File: config.mk
export PLATFORM = sky130hd
export DESIGN_NAME = kmeans_iter_ctrl
export DESIGN_NICKNAME = d
export VERILOG_FILES = /design/src/rtl/kmeans_iter_ctrl.sv
export SDC_FILE = /design/constraint.sdc
export NUM_CORES = 1
export LEC_CHECK = 0
export BUFFER_PORTS_ARGS = -buffer_cell sky130_fd_sc_hd__buf_2
export CAP_MARGIN = 0
export CORE_MARGIN = 2
export CORE_UTILIZATION = 35
export CTS_CLUSTER_SIZE = 16
export DETAILED_ROUTE_END_ITERATION = 7
export HOLD_SLACK_MARGIN = 0.03
export PLACE_DENSITY = 0.65
export SYNTH_ARGS = -nofsm -noshare
export SYNTH_HDL_FRONTEND = slang
export SYNTH_SLANG_ARGS = --single-unit
File: constraint.sdc
create_clock -name clk -period 2.5 [get_ports clk]
set_clock_uncertainty 0.05 [all_clocks]
set_input_delay 0.5 -clock clk [delete_from_list [all_inputs] [get_ports clk]]
set_output_delay 0.5 -clock clk [all_outputs]
set_load 0.05 [all_outputs]
File: src/rtl/kmeans_iter_ctrl.sv
// Iteration sequencer for the k-means classify/update datapath: clear, stream points,
// drain the classify pipe, walk the centroid updater, repeat until stable or out of iterations.
module kmeans_iter_ctrl #(
    parameter int addrWidth    = 8,
    parameter int centroid_num = 8,
    parameter int pipe_latency = 3,
    parameter int iter_width   = 4,
    parameter int max_iter     = 15
) (
    input  logic                            clk,
    input  logic                            rst_n,
    input  logic                            start,
    input  logic                            abort,
    input  logic [addrWidth:0]              num_points,
    output logic                            mem_rd_en,
    output logic [addrWidth-1:0]            mem_addr,
    output logic                            enable_2_regs,
    output logic                            regs_reset_n,
    output logic                            upd_req,
    output logic [$clog2(centroid_num)-1:0] upd_sel,
    input  logic                            upd_ack,
    input  logic                            upd_changed,
    output logic                            busy,
    output logic                            done,
    output logic                            converged,
    output logic [iter_width-1:0]           iter_cnt
);
    localparam int SEL_W = $clog2(centroid_num);
    localparam logic [addrWidth:0]    NP_MAX   = {1'b1, {addrWidth{1'b0}}};
    localparam logic [SEL_W-1:0]      SEL_LAST = SEL_W'(centroid_num - 1);
    localparam logic [iter_width-1:0] ITER_MAX = iter_width'(max_iter);

    typedef enum logic [2:0] {
        S_IDLE, S_CLEAR, S_STREAM, S_DRAIN, S_UPDATE, S_CHECK, S_FINISH
    } state_t;

    state_t                  state_q, state_d;
    logic [addrWidth:0]      np_q, np_d;
    logic [addrWidth-1:0]    addr_q, addr_d;
    logic [pipe_latency-1:0] vld_q, vld_d;
    logic [SEL_W-1:0]        sel_q, sel_d;
    logic                    changed_q, changed_d;
    logic [iter_width-1:0]   iter_q, iter_d;
    logic                    conv_q, conv_d;
    logic                    done_q, done_d;

    always_comb begin
        state_d   = state_q;
        np_d      = np_q;
        addr_d    = addr_q;
        sel_d     = sel_q;
        changed_d = changed_q;
        iter_d    = iter_q;
        conv_d    = conv_q;
        done_d    = 1'b0;
        // Valid shadow of the read strobe; its last tap marks a point arriving at the accumulators.
        vld_d[0]  = (state_q == S_STREAM);
        for (int i = 1; i < pipe_latency; i++) begin
            vld_d[i] = vld_q[i-1];
        end

        case (state_q)
            S_IDLE: begin
                if (start) begin
                    np_d    = (num_points > NP_MAX) ? NP_MAX : num_points;
                    iter_d  = '0;
                    conv_d  = 1'b0;
                    addr_d  = '0;
                    state_d = (num_points == '0) ? S_FINISH : S_CLEAR;
                end
            end
            S_CLEAR: begin
                changed_d = 1'b0;
                state_d   = S_STREAM;
            end
            S_STREAM: begin
                if ({1'b0, addr_q} == np_q - (addrWidth+1)'(1)) begin
                    state_d = S_DRAIN;
                end else begin
                    addr_d = addr_q + 1'b1;
                end
            end
            S_DRAIN: begin
                // Leave once the final enable is on the output tap and nothing follows it.
                if (vld_d == '0) begin
                    sel_d   = '0;
                    state_d = S_UPDATE;
                end
            end
            S_UPDATE: begin
                if (upd_ack) begin
                    changed_d = changed_q | upd_changed;
                    if (sel_q == SEL_LAST) begin
                        state_d = S_CHECK;
                    end else begin
                        sel_d = sel_q + 1'b1;
                    end
                end
            end
            S_CHECK: begin
                iter_d = iter_q + 1'b1;
                if (!changed_q) begin
                    conv_d  = 1'b1;
                    state_d = S_FINISH;
                end else if (iter_d == ITER_MAX) begin
                    state_d = S_FINISH;
                end else begin
                    addr_d  = '0;
                    state_d = S_CLEAR;
                end
            end
            S_FINISH: begin
                done_d  = 1'b1;
                state_d = S_IDLE;
            end
            default: state_d = S_IDLE;
        endcase

        // Abort wins over everything, including a same-cycle start.
        if (abort) begin
            state_d = S_IDLE;
            vld_d   = '0;
            done_d  = 1'b0;
            np_d    = np_q;
            iter_d  = iter_q;
            conv_d  = conv_q;
        end
    end

    always_ff @(posedge clk) begin
        if (!rst_n) begin
            state_q   <= S_IDLE;
            np_q      <= '0;
            addr_q    <= '0;
            vld_q     <= '0;
            sel_q     <= '0;
            changed_q <= 1'b0;
            iter_q    <= '0;
            conv_q    <= 1'b0;
            done_q    <= 1'b0;
        end else begin
            state_q   <= state_d;
            np_q      <= np_d;
            addr_q    <= addr_d;
            vld_q     <= vld_d;
            sel_q     <= sel_d;
            changed_q <= changed_d;
            iter_q    <= iter_d;
            conv_q    <= conv_d;
            done_q    <= done_d;
        end
    end

    assign mem_rd_en     = (state_q == S_STREAM);
    assign mem_addr      = addr_q;
    assign enable_2_regs = vld_q[pipe_latency-1];
    assign regs_reset_n  = (state_q != S_CLEAR);
    assign upd_req       = (state_q == S_UPDATE);
    assign upd_sel       = sel_q;
    assign busy          = (state_q != S_IDLE);
    assign done          = done_q;
    assign converged     = conv_q;
    assign iter_cnt      = iter_q;
endmodule
* After elaboration in Yosys (flattened, before gate mapping)
Cells that the tools add are included.
** Operators by class
- Add/subtract/negate cells :: 4
- Magnitude comparators :: 1
- Equality and inequality tests :: 20
- Mux-type cells :: 27
- Bitwise logic cells :: 3
- Reductions and logical operators :: 16
** Operator list (count)
- $mux 3 :: 11
- $mux 8 :: 4
- $pmux 8 s3 :: 1
- $pmux 3 s6 :: 1
- $ne 2x2->1 const B :: 7
- $eq 3x3->1 const B :: 4
- $reduce_and 5->1 :: 2
- $eq 8x9->1 :: 1
- $gt 9x9->1 const B :: 1
- $logic_not 9->1 :: 1
- $mux 9 :: 1
- $sub 9x1->9 const B :: 1
- $add 8x1->8 const B :: 1
- $pmux 4 s2 :: 1
- $reduce_and 4->1 :: 2
- $eq 3x2->1 const B :: 2
- $logic_not 3->1 :: 2
- $ne 2x1->1 const B :: 3
- $pmux 3 s2 :: 1
- $reduce_and 3->1 :: 2
- $reduce_bool 2->1 :: 3
- $reduce_bool 3->1 :: 2
- $add 4x1->4 const B :: 1
- $eq 4x4->1 const B :: 1
- other kinds (10) :: 15
** Storage, ports and cells
- Register bits :: 33
- Logic and storage cells :: 80

* Logic depth before layout (Yosys ltp)
- Depth after elaboration :: 5
- Depth in mapped cells :: 11

* Least setup slack after synthesis
OpenSTA, ideal clock, no wires.
- Path type :: register -> register
- Start point :: register state_q[2]
- End point :: register sel_q[0] (netlist: upd_sel[0])
- Setup time :: 0.115 ns
- Data arrival time :: 2.818 ns
- Slack :: -0.484 ns
- Cell stages (with the launch flop) :: 8
- Buffers on the path :: 1
- Cells stage by stage :: dfxtp_1 -> clkbuf_1 -> nor3b_1 -> nand2_1 -> o21ai_0 -> nand2_1 -> a21oi_1 -> nor2b_1
** RTL lines
- from (decl) :: line 37 : state_t state_q, state_d;
- from (signal assigned) :: line 142 : state_q <= state_d;
- $eq 3x3->1 *
- net upd_req :: line 19 : output logic upd_req,
- $ne 2x2->1 (no line) (tied with other cells)
- $reduce_and 4->1 (no line)
- to (signal assigned) :: line 146 : sel_q <= sel_d;
- to (decl) :: line 41 : logic [SEL_W-1:0] sel_q, sel_d;
The timed path passes the listed nets; every way through them passes the cells marked *.
A chain may end at the register's enable or synchronous reset.

* Final worst setup path
- Start point :: register np_q[0]
- End point :: register addr_q[7] (netlist: mem_addr[7])
** On the way
- Word-level cells in the longest chain between the ends :: 4
** Ends and longest elaborated chain
- from (decl) :: line 38 : logic [addrWidth:0] np_q, np_d;
- from (signal assigned) :: line 143 : np_q <= np_d;
- $sub 9x1->9 :: line 77 : if ({1'b0, addr_q} == np_q - (addrWidth+1)'(1)) begin
- $eq 8x9->1 :: line 77
- $ne 2x2->1 (no line)
- $reduce_and 5->1 (no line)
- to (signal assigned) :: line 144 : addr_q <= addr_d;
- to (decl) :: line 39 : logic [addrWidth-1:0] addr_q, addr_d;
No other way between the ends.

==> results.toml <==
[run_status]
status = "finished, final reports clean"

[synth]
synth_enable_flop_cells = 0
synth_nets = 270
synthMuxAreaShare_pct = 1.576
synth_compound_area_share_pct = 22.19
synth-main-ff-cell = "dfxtp_1"
async_flop_share_pct = 0
synthSimpleGateAreaFrac_pct = 30.52
synthAdderAreaFrac_pct = 3.783
synth.avg_cell_area_um2 = 7.969
synth_top_area_share_pct = 33.29
synth_top_family_by_area = "simple AND/OR/NAND/NOR gates"
synth_area_leaders = "dfxtp_1 (33%), a21oi_1 (7.3%), nor2b_1 (4.7%), o21ai_0 (4.5%), nor3b_1 (4.5%)"
syn_inst = 249
synth_cell_type_count = 47
synth-seq-cells = 33
synth_top_area_cell = "dfxtp_1"
yosysSeqAreaShare_pct = 33.29
syn-cell-area_um2 = 1984
yosysWarnings = 0
synthXorXnorAreaFrac_pct = 3.972

[cts]
cts_max_path_buffers = 2
clk_pin_slew_ns = 0.07
cts_resized = 0
cts.sinks = 33
root_buffer = "clkbuf_8"
htreeDepth = 2
cts_buffers = 5
cts_tree = "yes"
post-cts-setup-buffer-count = 0
cts_hold_buf = 0
clk_latency_ns = 0.28

[routing]
routed_wl_um = 4599
drc = 0
routed_via_density = 5.279
first_iter_violations = 106
wire_per_inst_um = 12.95
dr_total_vias = 1874
drtAntennaViolNets = 0
first_pass_iters = 4

[grt]
antenna_found_initial = 0
grt_pass1_wl_um = 7914
gr-total-overflow = 0
grt_pass1_vias = 1737
grt_max_degree = 24
track_usage_pct = 15.76

[sta]
rsz0062_at_grt = "no"
maxClockFrequency_mhz = 421.2
min_period_ns = 2.374
finalHoldViolCount = 0
period_share_pct = 94.97
slew_headroom_pct = 54.25
setup_tns_ns = 0
hold-worst-slack_ns = 0.4163
slew_violations = 0
worst_pin_slew_ns = 0.6863
setup_viol = 0

[cells_and_area]
layout_common_cells = "buf_2 (36), a21oi_1 (29), dfxtp_1 (29)"
instances_no_fill = 355
final_common_cell = "buf_2"
multi_input_area_um2 = 1245
diodes = 0
area_growth_pct = 18.41
fillers = 600
final_net_count = 303
layout-drive-gt1-share_pct = 23.67
regArea_um2 = 665.6

[power_and_ir_drop]
p_leak_nw = 0.9263
ir_drop_mv = 0.3359
cellPowerDensity_nw_per_um2 = 481.7

[placed_design]
place.gp.congestion = 0.8165
dp_hpwl_um = 3357
port_buffers = 36
dp_cells = 347

[floorplanning]
die_area_um2 = 6288
die_x_um = 79.30
die_h_um = 79.30
coreArea_um2 = 5507
initial_core_util_pct = 36.04
ios = 37
fp-row-count = 27

[setup_path]
arrival_ns = 2.53
critPathSlowestCell = "or4_4"
start_kind = "register"
crit_fanout = 13
cp_data_required_time_ns = 2.65
cpLargestDelayFamily = "simple AND/OR/NAND/NOR gates"
r2r_setup_slack_ns = 0.13
cp_slowest_stage_delay_ns = 0.53
critPathBufInv = 1
path_cells = "or4_4, and4_4, a31oi_4, o2bb2ai_2, o31ai_2, buf_4, or4_1, a21oi_1"
critPathKind = "register to register"
endpoint_kind = "register"

[job]
drv_cap = 0

[min_path]
min_path_type = "register to register"
==> per-stage QoR <==
stage                     power [mW]  worst slack [ns]  cell area (um^2)  util [%]
after floorplan               0.6584           0.06962              1989         -
after global placement        0.6952            0.1734              2235     40.58
after detailed placement      0.6972            0.1008              2235     40.58
after CTS                      1.144           0.01917              2336     42.42
after global routing           1.190          0.004218              2350     42.67
final                          1.132            0.1257              2350     42.67
==> sequential cells by signal (all words and copies together), names as in the netlist <==
register and count:
converged 1, done 1, vld_q 3, changed_q 1, mem_addr 8, np_q 9, iter_cnt 4, state_q 3
upd_sel 3
==> metal layers <==
layer	up-vias	routed length [um]	global-route usage (%)
li1	966	-	-
met1	869	2197	20.88
met2	33	2182	25.59
met3	6	175	3.523
met4	0	42	4.655
met5	-	0	0
==> cell usage after synthesis, types with 3 or more instances <==
cell type	n
and2_1	6
nand2_1	18
xnor2_1	6
nand3_1	11
nor3_1	9
dfxtp_1	33
o21ai_0	18
or3_1	6
or2_2	3
o31ai_1	3
nor2_1	9
nor4_1	3
inv_1	6
nor2b_1	15
clkbuf_1	13
nand4_1	5
a21oi_1	29
xor2_1	3
a21boi_0	3
ha_1	6
nor3b_1	12
==> worst paths after layout <==
| path | start | to | cells after the start |
|---|---|---|---|
| max | np_q[0] | mem_addr[7] | 8 |
| min | vld_q[1] | vld_q[2] | 1 |
| max reg2reg | np_q[0] | mem_addr[7] | 8 |
| min reg2reg | vld_q[1] | vld_q[2] | 1 |
==> where the power goes <==
| part | internal (mW) | switching (mW) |
|---|---|---|
| clock network | 0.249 | 0.195 |
| logic | 0.0602 | 0.0825 |
| registers | 0.533 | 0.0123 |
==> kinds of logic (layout without fill, tap and decap cells) <==
family | Yosys count | after routing
AO/OA/AOI/OAI | 70 | 70
flip-flops | 33 | 33
adder cells (fa/ha/maj) | 6 | 6
buffers and inverters | 22 | 56
AND/OR/NAND/NOR | 106 | 106
multiplexers | 3 | 3
XOR/XNOR | 9 | 9
==> layout make-up <==
class	count	area share [%]
timing repair buffer	42	9.585
clock buffer	7	4.100
tap	72	3.834
multi-input combinational	194	52.98
clock inverter	1	0.2130
sequential	33	28.33
inverter	6	0.9585
(Power assumes the default switching activity.)
